## src/rtl/bob.sv

```systemverilog
// Branch order buffer: a FIFO of predictor state captured at f1, popped in order at
// conditional-branch retire and presented as registered predictor-update signals.
module bob #(
    parameter int DEPTH = 16,
    parameter int PTR_W = 4,
    parameter int LH_W  = 10,
    parameter int GH_W  = 12,
    parameter int RP_W  = 4
) (
    input  logic             clock,
    input  logic             reset_n,
    input  logic             flush_i,
    input  logic             alloc_i,
    input  logic [63:0]      alloc_pc_i,
    input  logic [LH_W-1:0]  alloc_lochist_i,
    input  logic [GH_W-1:0]  alloc_bhr_i,
    input  logic [RP_W-1:0]  alloc_rasptr_i,
    input  logic             alloc_pdir_i,
    input  logic             alloc_chwe_i,
    input  logic             alloc_lpred_i,
    input  logic             rt_condbr_i,
    input  logic             rt_brdir_i,
    output logic             bob_stall_o,
    output logic             bob_valid_o,
    output logic [63:0]      bob_pc_o,
    output logic [LH_W-1:0]  bob_lochist_o,
    output logic [GH_W-1:0]  bob_bhr_o,
    output logic [RP_W-1:0]  bob_rasptr_o,
    output logic             bob_brdir_o,
    output logic             bob_chwe_o,
    output logic             bob_chdir_o,
    output logic [PTR_W:0]   bob_count_o
);

    // Handshake: bob_valid_o is a one-cycle qualifier with no ready; the consumer
    // must take the update outputs in every cycle bob_valid_o is high. On the input
    // side the producer must not raise alloc_i while bob_stall_o is high (unless a
    // pop happens in the same cycle); otherwise the entry is dropped.

    typedef struct packed {
        logic [63:0]     pc;
        logic [LH_W-1:0] lochist;
        logic [GH_W-1:0] bhr;
        logic [RP_W-1:0] rasptr;
        logic            pdir;
        logic            chwe;
        logic            lpred;
    } entry_t;

    localparam logic [PTR_W:0] FULL_CNT = (PTR_W + 1)'(DEPTH);

    entry_t           mem [DEPTH];
    entry_t           wr_entry;
    entry_t           rd_entry;
    logic [PTR_W-1:0] head;
    logic [PTR_W-1:0] tail;
    logic [PTR_W:0]   count;
    logic             full;
    logic             pop;
    logic             push;

    assign full     = (count == FULL_CNT);
    assign pop      = rt_condbr_i && (count != '0);
    // A pop in the same cycle frees the slot, so a full buffer can still accept.
    assign push     = alloc_i && (!full || pop);
    assign rd_entry = mem[head];

    always_comb begin
        wr_entry         = '0;
        wr_entry.pc      = alloc_pc_i;
        wr_entry.lochist = alloc_lochist_i;
        wr_entry.bhr     = alloc_bhr_i;
        wr_entry.rasptr  = alloc_rasptr_i;
        wr_entry.pdir    = alloc_pdir_i;
        wr_entry.chwe    = alloc_chwe_i;
        wr_entry.lpred   = alloc_lpred_i;
    end

    // Entry storage carries no reset; validity is tracked by head/tail/count.
    always_ff @(posedge clock) begin
        if (push && !flush_i) begin
            mem[tail] <= wr_entry;
        end
    end

    always_ff @(posedge clock or negedge reset_n) begin
        if (!reset_n) begin
            head          <= '0;
            tail          <= '0;
            count         <= '0;
            bob_valid_o   <= 1'b0;
            bob_chwe_o    <= 1'b0;
            bob_chdir_o   <= 1'b0;
            bob_pc_o      <= '0;
            bob_lochist_o <= '0;
            bob_bhr_o     <= '0;
            bob_rasptr_o  <= '0;
            bob_brdir_o   <= 1'b0;
        end else if (flush_i) begin
            head        <= '0;
            tail        <= '0;
            count       <= '0;
            bob_valid_o <= 1'b0;
            bob_chwe_o  <= 1'b0;
        end else begin
            if (push) begin
                tail <= tail + PTR_W'(1);
            end
            if (pop) begin
                head <= head + PTR_W'(1);
            end
            case ({push, pop})
                2'b10:   count <= count + (PTR_W + 1)'(1);
                2'b01:   count <= count - (PTR_W + 1)'(1);
                default: count <= count;
            endcase
            bob_valid_o <= pop;
            bob_chwe_o  <= pop && rd_entry.chwe;
            // Data outputs hold their last values between pops.
            if (pop) begin
                bob_pc_o      <= rd_entry.pc;
                bob_lochist_o <= rd_entry.lochist;
                bob_bhr_o     <= rd_entry.bhr;
                bob_rasptr_o  <= rd_entry.rasptr;
                bob_brdir_o   <= rd_entry.pdir;
                bob_chdir_o   <= (rd_entry.lpred == rt_brdir_i);
            end
        end
    end

    assign bob_stall_o = full;
    assign bob_count_o = count;

endmodule

```

## config.mk

```make
export PLATFORM = sky130hd
export DESIGN_NAME = bob
export DESIGN_NICKNAME = d
export VERILOG_FILES = /design/src/rtl/bob.sv
export SDC_FILE = /design/constraint.sdc
export NUM_CORES = 1
export LEC_CHECK = 0
export BUFFER_PORTS_ARGS = -buffer_cell sky130_fd_sc_hd__buf_2
export CORE_MARGIN = 2
export CORE_UTILIZATION = 25
export DETAILED_ROUTE_END_ITERATION = 12
export GPL_TIMING_DRIVEN = 0
export PLACE_DENSITY = 0.41
export SYNTH_ARGS = -nofsm -noshare
export SYNTH_HDL_FRONTEND = slang
export SYNTH_SLANG_ARGS = --single-unit
```

## constraint.sdc

```tcl
create_clock -name clock -period 10.3 [get_ports clock]
set_input_delay 0.515 -clock clock [delete_from_list [all_inputs] [get_ports clock]]
set_output_delay 0.515 -clock clock [all_outputs]
set_load 0.005 [all_outputs]
```

==> Yosys cells after proc, flatten, opt, wreduce, memory -nomap -nowiden <==
Memories as Yosys holds them, arrays and structs flattened.
Cells that the tools add are included.
{ "classes": {"order_cmp": 0, "div_mod_pow": 0, "shifts": 0, "n_reduce_logical": 12, "mul": 0, "add_sub_neg": 4, "n_eq_ne": 4, "bitwise_logic": 1, "mux": 10} }
{ "op_table": {"columns": ["cell", "count"], "rows": [
  ["4-bit two-way mux", 4],
  ["5-bit case mux with 2 select lines", 1],
  ["4-bit by 1-bit adder with 4-bit output (second input constant)", 2],
  ["5-bit by 1-bit adder with 5-bit output (second input constant)", 1],
  ["5-bit equality test (second input constant)", 1],
  ["5-bit two-way mux", 1],
  ["5-bit nonzero test", 1],
  ["5-bit by 1-bit subtractor with 5-bit output (second input constant)", 1],
  ["1-bit logical AND", 4],
  ["1-bit two-way mux", 4],
  ["2-bit nonzero test", 2],
  ["3-bit nonzero test", 1],
  ["2-bit by 1-bit equality test with 1-bit output (second input constant)", 1],
  ["2-bit equality test (second input constant)", 1],
  ["1-bit logical NOT", 2],
  ["2-bit AND reduction", 1],
  ["1-bit equality test", 1],
  ["1-bit logical OR", 1],
  ["1-bit inverter", 1]
]} }
{ "word_totals": {"out_inout_bits": 100, "mem_bits_ro": 0, "register_bits": 107, "mem_count": 1, "wordCells": 43, "latchBits": 0, "mem_bits_rw": 1488} }
{ "memory_table": {"columns": ["memory", "words", "word_bits", "read_ports", "rd_clocked_by_memory_dff", "wr", "line_no", "rtl"], "rows": [
  ["mem", 16, 93, 1, 0, 1, "52", "entry_t mem [DEPTH];"]
]} }

==> Depth between registers and ports, before layout <==
{ "depth": {"word_depth": 7, "depth_mapped": 10, "ltp_nobuf": 10} }

==> Worst setup path after synthesis <==
Ideal clock, no wire load.
{ "synth_path": {"path_type": "input to register", "from": "in flush_i", "to": "mem mem[11][0] in the netlist's numbering, enable pin", "setup_ns": 0.546, "path_slack_ns": 4.648, "path_stages": 3, "t_arrival_ns": 5.106, "path_cell_list": "clkbuf_1 -> or3b_2 -> nor2_1"} }
{ "synth_via": {"elab_chain_len": 4} }
{ "synth_lines": {"columns": ["item", "line_no", "rtl"], "rows": [
  ["from (decl)", "12", "input logic flush_i,"],
  ["1-bit logical NOT", "81", "if (push && !flush_i) begin"],
  ["1-bit logical AND", "81", null],
  ["1-bit two-way mux", "81", null],
  ["1-bit two-way mux (implied by the code)", "82", "mem[tail] <= wr_entry;"],
  ["to (decl)", "52", null]
]} }
Every way passes these cells.

==> Final worst setup path <==
{ "layout_path": {"from": "reg head[1]", "to": "reg bob_pc_o[6]"} }
{ "layout_via": {"elab_chain_len": 1} }
{ "layout_lines": {"columns": ["item", "line_no", "rtl"], "rows": [
  ["from (decl)", "55", "logic [PTR_W-1:0] head;"],
  ["from (signal assigned)", "110", "head <= head + PTR_W'(1);"],
  ["memory read 16 x 93 bit", null, null],
  ["to (signal assigned)", "121", "bob_pc_o <= rd_entry.pc;"],
  ["to (decl)", "25", "output logic [63:0] bob_pc_o,"]
]} }
Every way passes these cells.
A chain may end at the register's enable or synchronous reset.

==> metrics.md <==
| Metric | Value |
|---|---|
| Crit path cell chain | buf_2 -> buf_2 -> clkbuf_1 -> buf_2 -> mux4_2 -> mux2i_1 -> o221ai_1 |
| Critical Path Slowest Stage Cell | clkbuf_1 |
| Largest net degree at the start of global routing | 60 |
| CP startpoint kind | register |
| Clock Sinks | 1595 |
| Port bufs | 197 |
| Die Height | 494.1 um |
| Most used DFF post-synth | edfxtp_1 |
| CTS tree | done |
| First-pass GRT wire length | 234900 um |
| Yosys warning total | 0 |
| Clock Latency Late Sink | 0.79 ns |
| Final Max Tran Viols | 0 |
| Critical path buffer and inverter count | 4 |
| Reg2reg start | head[1] |
| Nets | 3135 |
| Die area | 0.2441 mm2 |
| Pwr Density | 232.0 mW/mm2 |
| CP arrival | 3.99 ns |
| Skew final | 0.02492 ns |
| Max stage delay on crit path | 1.00 ns |
| Final hold violations | 0 |
| DRC viols | 0 |
| Synth top area share | 0.7442 |
| RSZ-0062 raised after global routing | no |
| Top cells by area, synth | edfxtp_1, mux4_2, dfrtp_1 |
| Core area | 0.2383 mm2 |
| Vias per cell | 4.407 |
| Initial Util | 0.2519 |
| Min-Delay Path Depth | 3 |
| Minimum clock period after layout | 3.333 ns |
| Tcrit/Tclk final | 0.3236 |
| Top Ports | 199 |
| Dpl hpwl | 110600 um |
| DR vias | 27990 |
| MaxCap Viol Count | 0 |
| GRT Total Usage | 0.1362 |
| Sequential fraction of the synthesis area | 0.7888 |
| CP delay by family, top | buffers and inverters |
| Number of flops mapped to enable cells by yosys | 1488 |
| Max Fclk | 300.0 MHz |
| Worst setup path category | register to register |
| Initial antenna violation count | 41 |
| Design area | 0.07270 mm2 |
| Max IR drop VDD | 0.1348 mV |
| Overflow after GRT | 0 |
| Post-synth ARST share | 0.06708 |
| FF-to-FF setup slack | 6.97 ns |
| Placed cell area | 0.06700 mm2 |
| Pleak | 22.63 nW |
| Post-CTS Setup Repair Bufs | 0 |
| Clock transition at path regs | 0.06 ns |
| CTS Buffer Depth | 3 |
| Post-Syn Area | 0.06004 mm2 |
| Inst Count DP | 6018 |
| Worst Tran Pin Value | 1.345 ns |
| Final Core Density | 0.3051 |
| Final std cells w/o fill | 6351 |
| Outcome | completed |
| Row count | 179 |
| Fin Setup TNS | 0 ns |
| Crit-path max FO | 10 |
| H-tree levels | 4 |
| Worst-case hold slack | 0.07984 ns |
| Share of cells above drive strength 1 | 0.3257 |
| CP Capture Type | register |
| Syn Area/Cell | 23.38 um2 |
| Post-synthesis register bit count | 1595 |
| Wire length per cell | 26.34 um |
| Final total power | 16.87 mW |
| Post-route ant nets | 0 |
| Hold endpoint | bob_chdir_o |
| Overall routed net length | 167300 um |
| CP Launch Point | head[1] |
| HP Class | primary input to register |
| Post-synth top area cell | edfxtp_1 |
| Fillers | 23090 |
| Slew Limit Headroom | 0.1036 |
| Netlist cell types | 39 |
| Hold path startpoint | rt_brdir_i |
| Clock root cell | clkbuf_16 |
| Num CTS Buffers | 173 |
| Mapped Nets | 2676 |
| Initial DRC Count | 2257 |
| Placer Congestion | 0.6683 |
| Min setup slack post-route | 6.967 ns |
| Setup WS pre-CTS | 6.843 ns |
| DIE WIDTH | 494.1 um |
| Most frequent cell after synthesis | edfxtp_1 |
| Reg-to-reg critical path endpoint | bob_pc_o[6] |
| Vias in the first global route | 29550 |
| R2R cell count | 7 |
| Most used cell, CP | buf_2 |
| Layout area overhead | 21.09% |
| Setup violations, final | 0 |
| Critical Path RT | 10.96 ns |
| Synth top cells by count | edfxtp_1, mux4_2, mux2i_1 |
| Drt first pass iters | 5 |
| Cells after Synth | 2568 |
==> final cells by class <==
type                       instances  area (um2)  share of cell area
sequential                      1595       47360              0.6515
clock inverter                    92       977.2             0.01344
clock buffer                     234        4702             0.06468
multi-input combinational        828       12090              0.1663
tap                             3167        3963             0.05451
antenna                            6       15.01           0.0002065
buffer                           137       679.4            0.009345
inverter                           8       30.03           0.0004131
timing repair buffer             284        2885             0.03969
==> registers in the layout, summed over array words and instances, names as in the netlist <==
| name | count |
|---|---|
| mem | 1488 |
| bob_pc_o | 64 |
| bob_bhr_o | 12 |
| bob_lochist_o | 10 |
| bob_count_o | 5 |
| bob_rasptr_o | 4 |
| head | 4 |
| tail | 4 |
| bob_brdir_o | 1 |
| bob_chdir_o | 1 |
| bob_chwe_o | 1 |
| bob_valid_o | 1 |
==> cell families after synthesis <==
group,synth area share
AO/OA/AOI/OAI,0.01469
XOR/XNOR,0.001459
adder cells (fa/ha/maj),0.002001
buffers and inverters,0.01182
flip-flops,0.7888
multiplexers,0.1713
AND/OR/NAND/NOR,0.009837
==> what timing repair did <==
item	CTS	global route
endpoints found under the setup margin	0	0
resized for setup	0	0
hold buffers	1	0
endpoints found under the hold margin	48	0
==> where the power goes <==
group | switching [mW] | total, mW | internal, mW
Sequential | 0.184 | 7.51 | 7.33
Combinational | 1.71 | 3.13 | 1.43
Clock | 2.60 | 6.22 | 3.62
Total | 4.49 | 16.9 | 12.4
==> worst max-delay path by stage <==
stage | endpoint | depth (start not counted) | slack, ns
after floorplan | mem[11][0] | 3 | 4.65
after global placement | mem[9][45] | 3 | -1.89
after detailed placement | bob_pc_o[19] | 7 | 6.84
after CTS | bob_pc_o[19] | 7 | 6.85
after global routing | bob_pc_o[19] | 7 | 6.72
final | bob_pc_o[6] | 7 | 6.97
==> tightest hold or removal path: cells and delay by family <==
kind	cells	cell delay [ns]
AOI/OAI and AO/OA	1	0.15
xor gates and xnor gates	1	0.06
buffers and inverters	1	0.09
==> layout by cell type (no fill, tap or decap), types with 2 or more instances in the layout <==
master,instances
a21oi_1,4
buf_1,4
buf_12,65
buf_16,21
buf_2,292
buf_4,10
bufinv_16,16
clkbuf_1,76
clkbuf_16,176
clkbuf_8,8
clkinv_1,28
clkinv_2,25
clkinv_4,3
clkinv_8,7
clkinvlp_4,5
dfrtp_1,107
diode_2,6
edfxtp_1,1488
ha_1,8
inv_1,7
inv_6,4
inv_8,3
mux2i_1,187
mux4_2,373
nand2_1,101
nand4_1,2
nor2_1,14
nor2_4,16
o21a_1,2
o221ai_1,91
or3_1,2
xnor2_1,5
xor2_1,5
==> per-layer routing <==
metal | global-route usage | part of all wire
met1 | 0.1841 | 0.44
met2 | 0.2277 | 0.49
met3 | 0.02667 | 0.046
met4 | 0.02726 | 0.017
met5 | 0 | 0.00068
(Power assumes the default switching activity.)
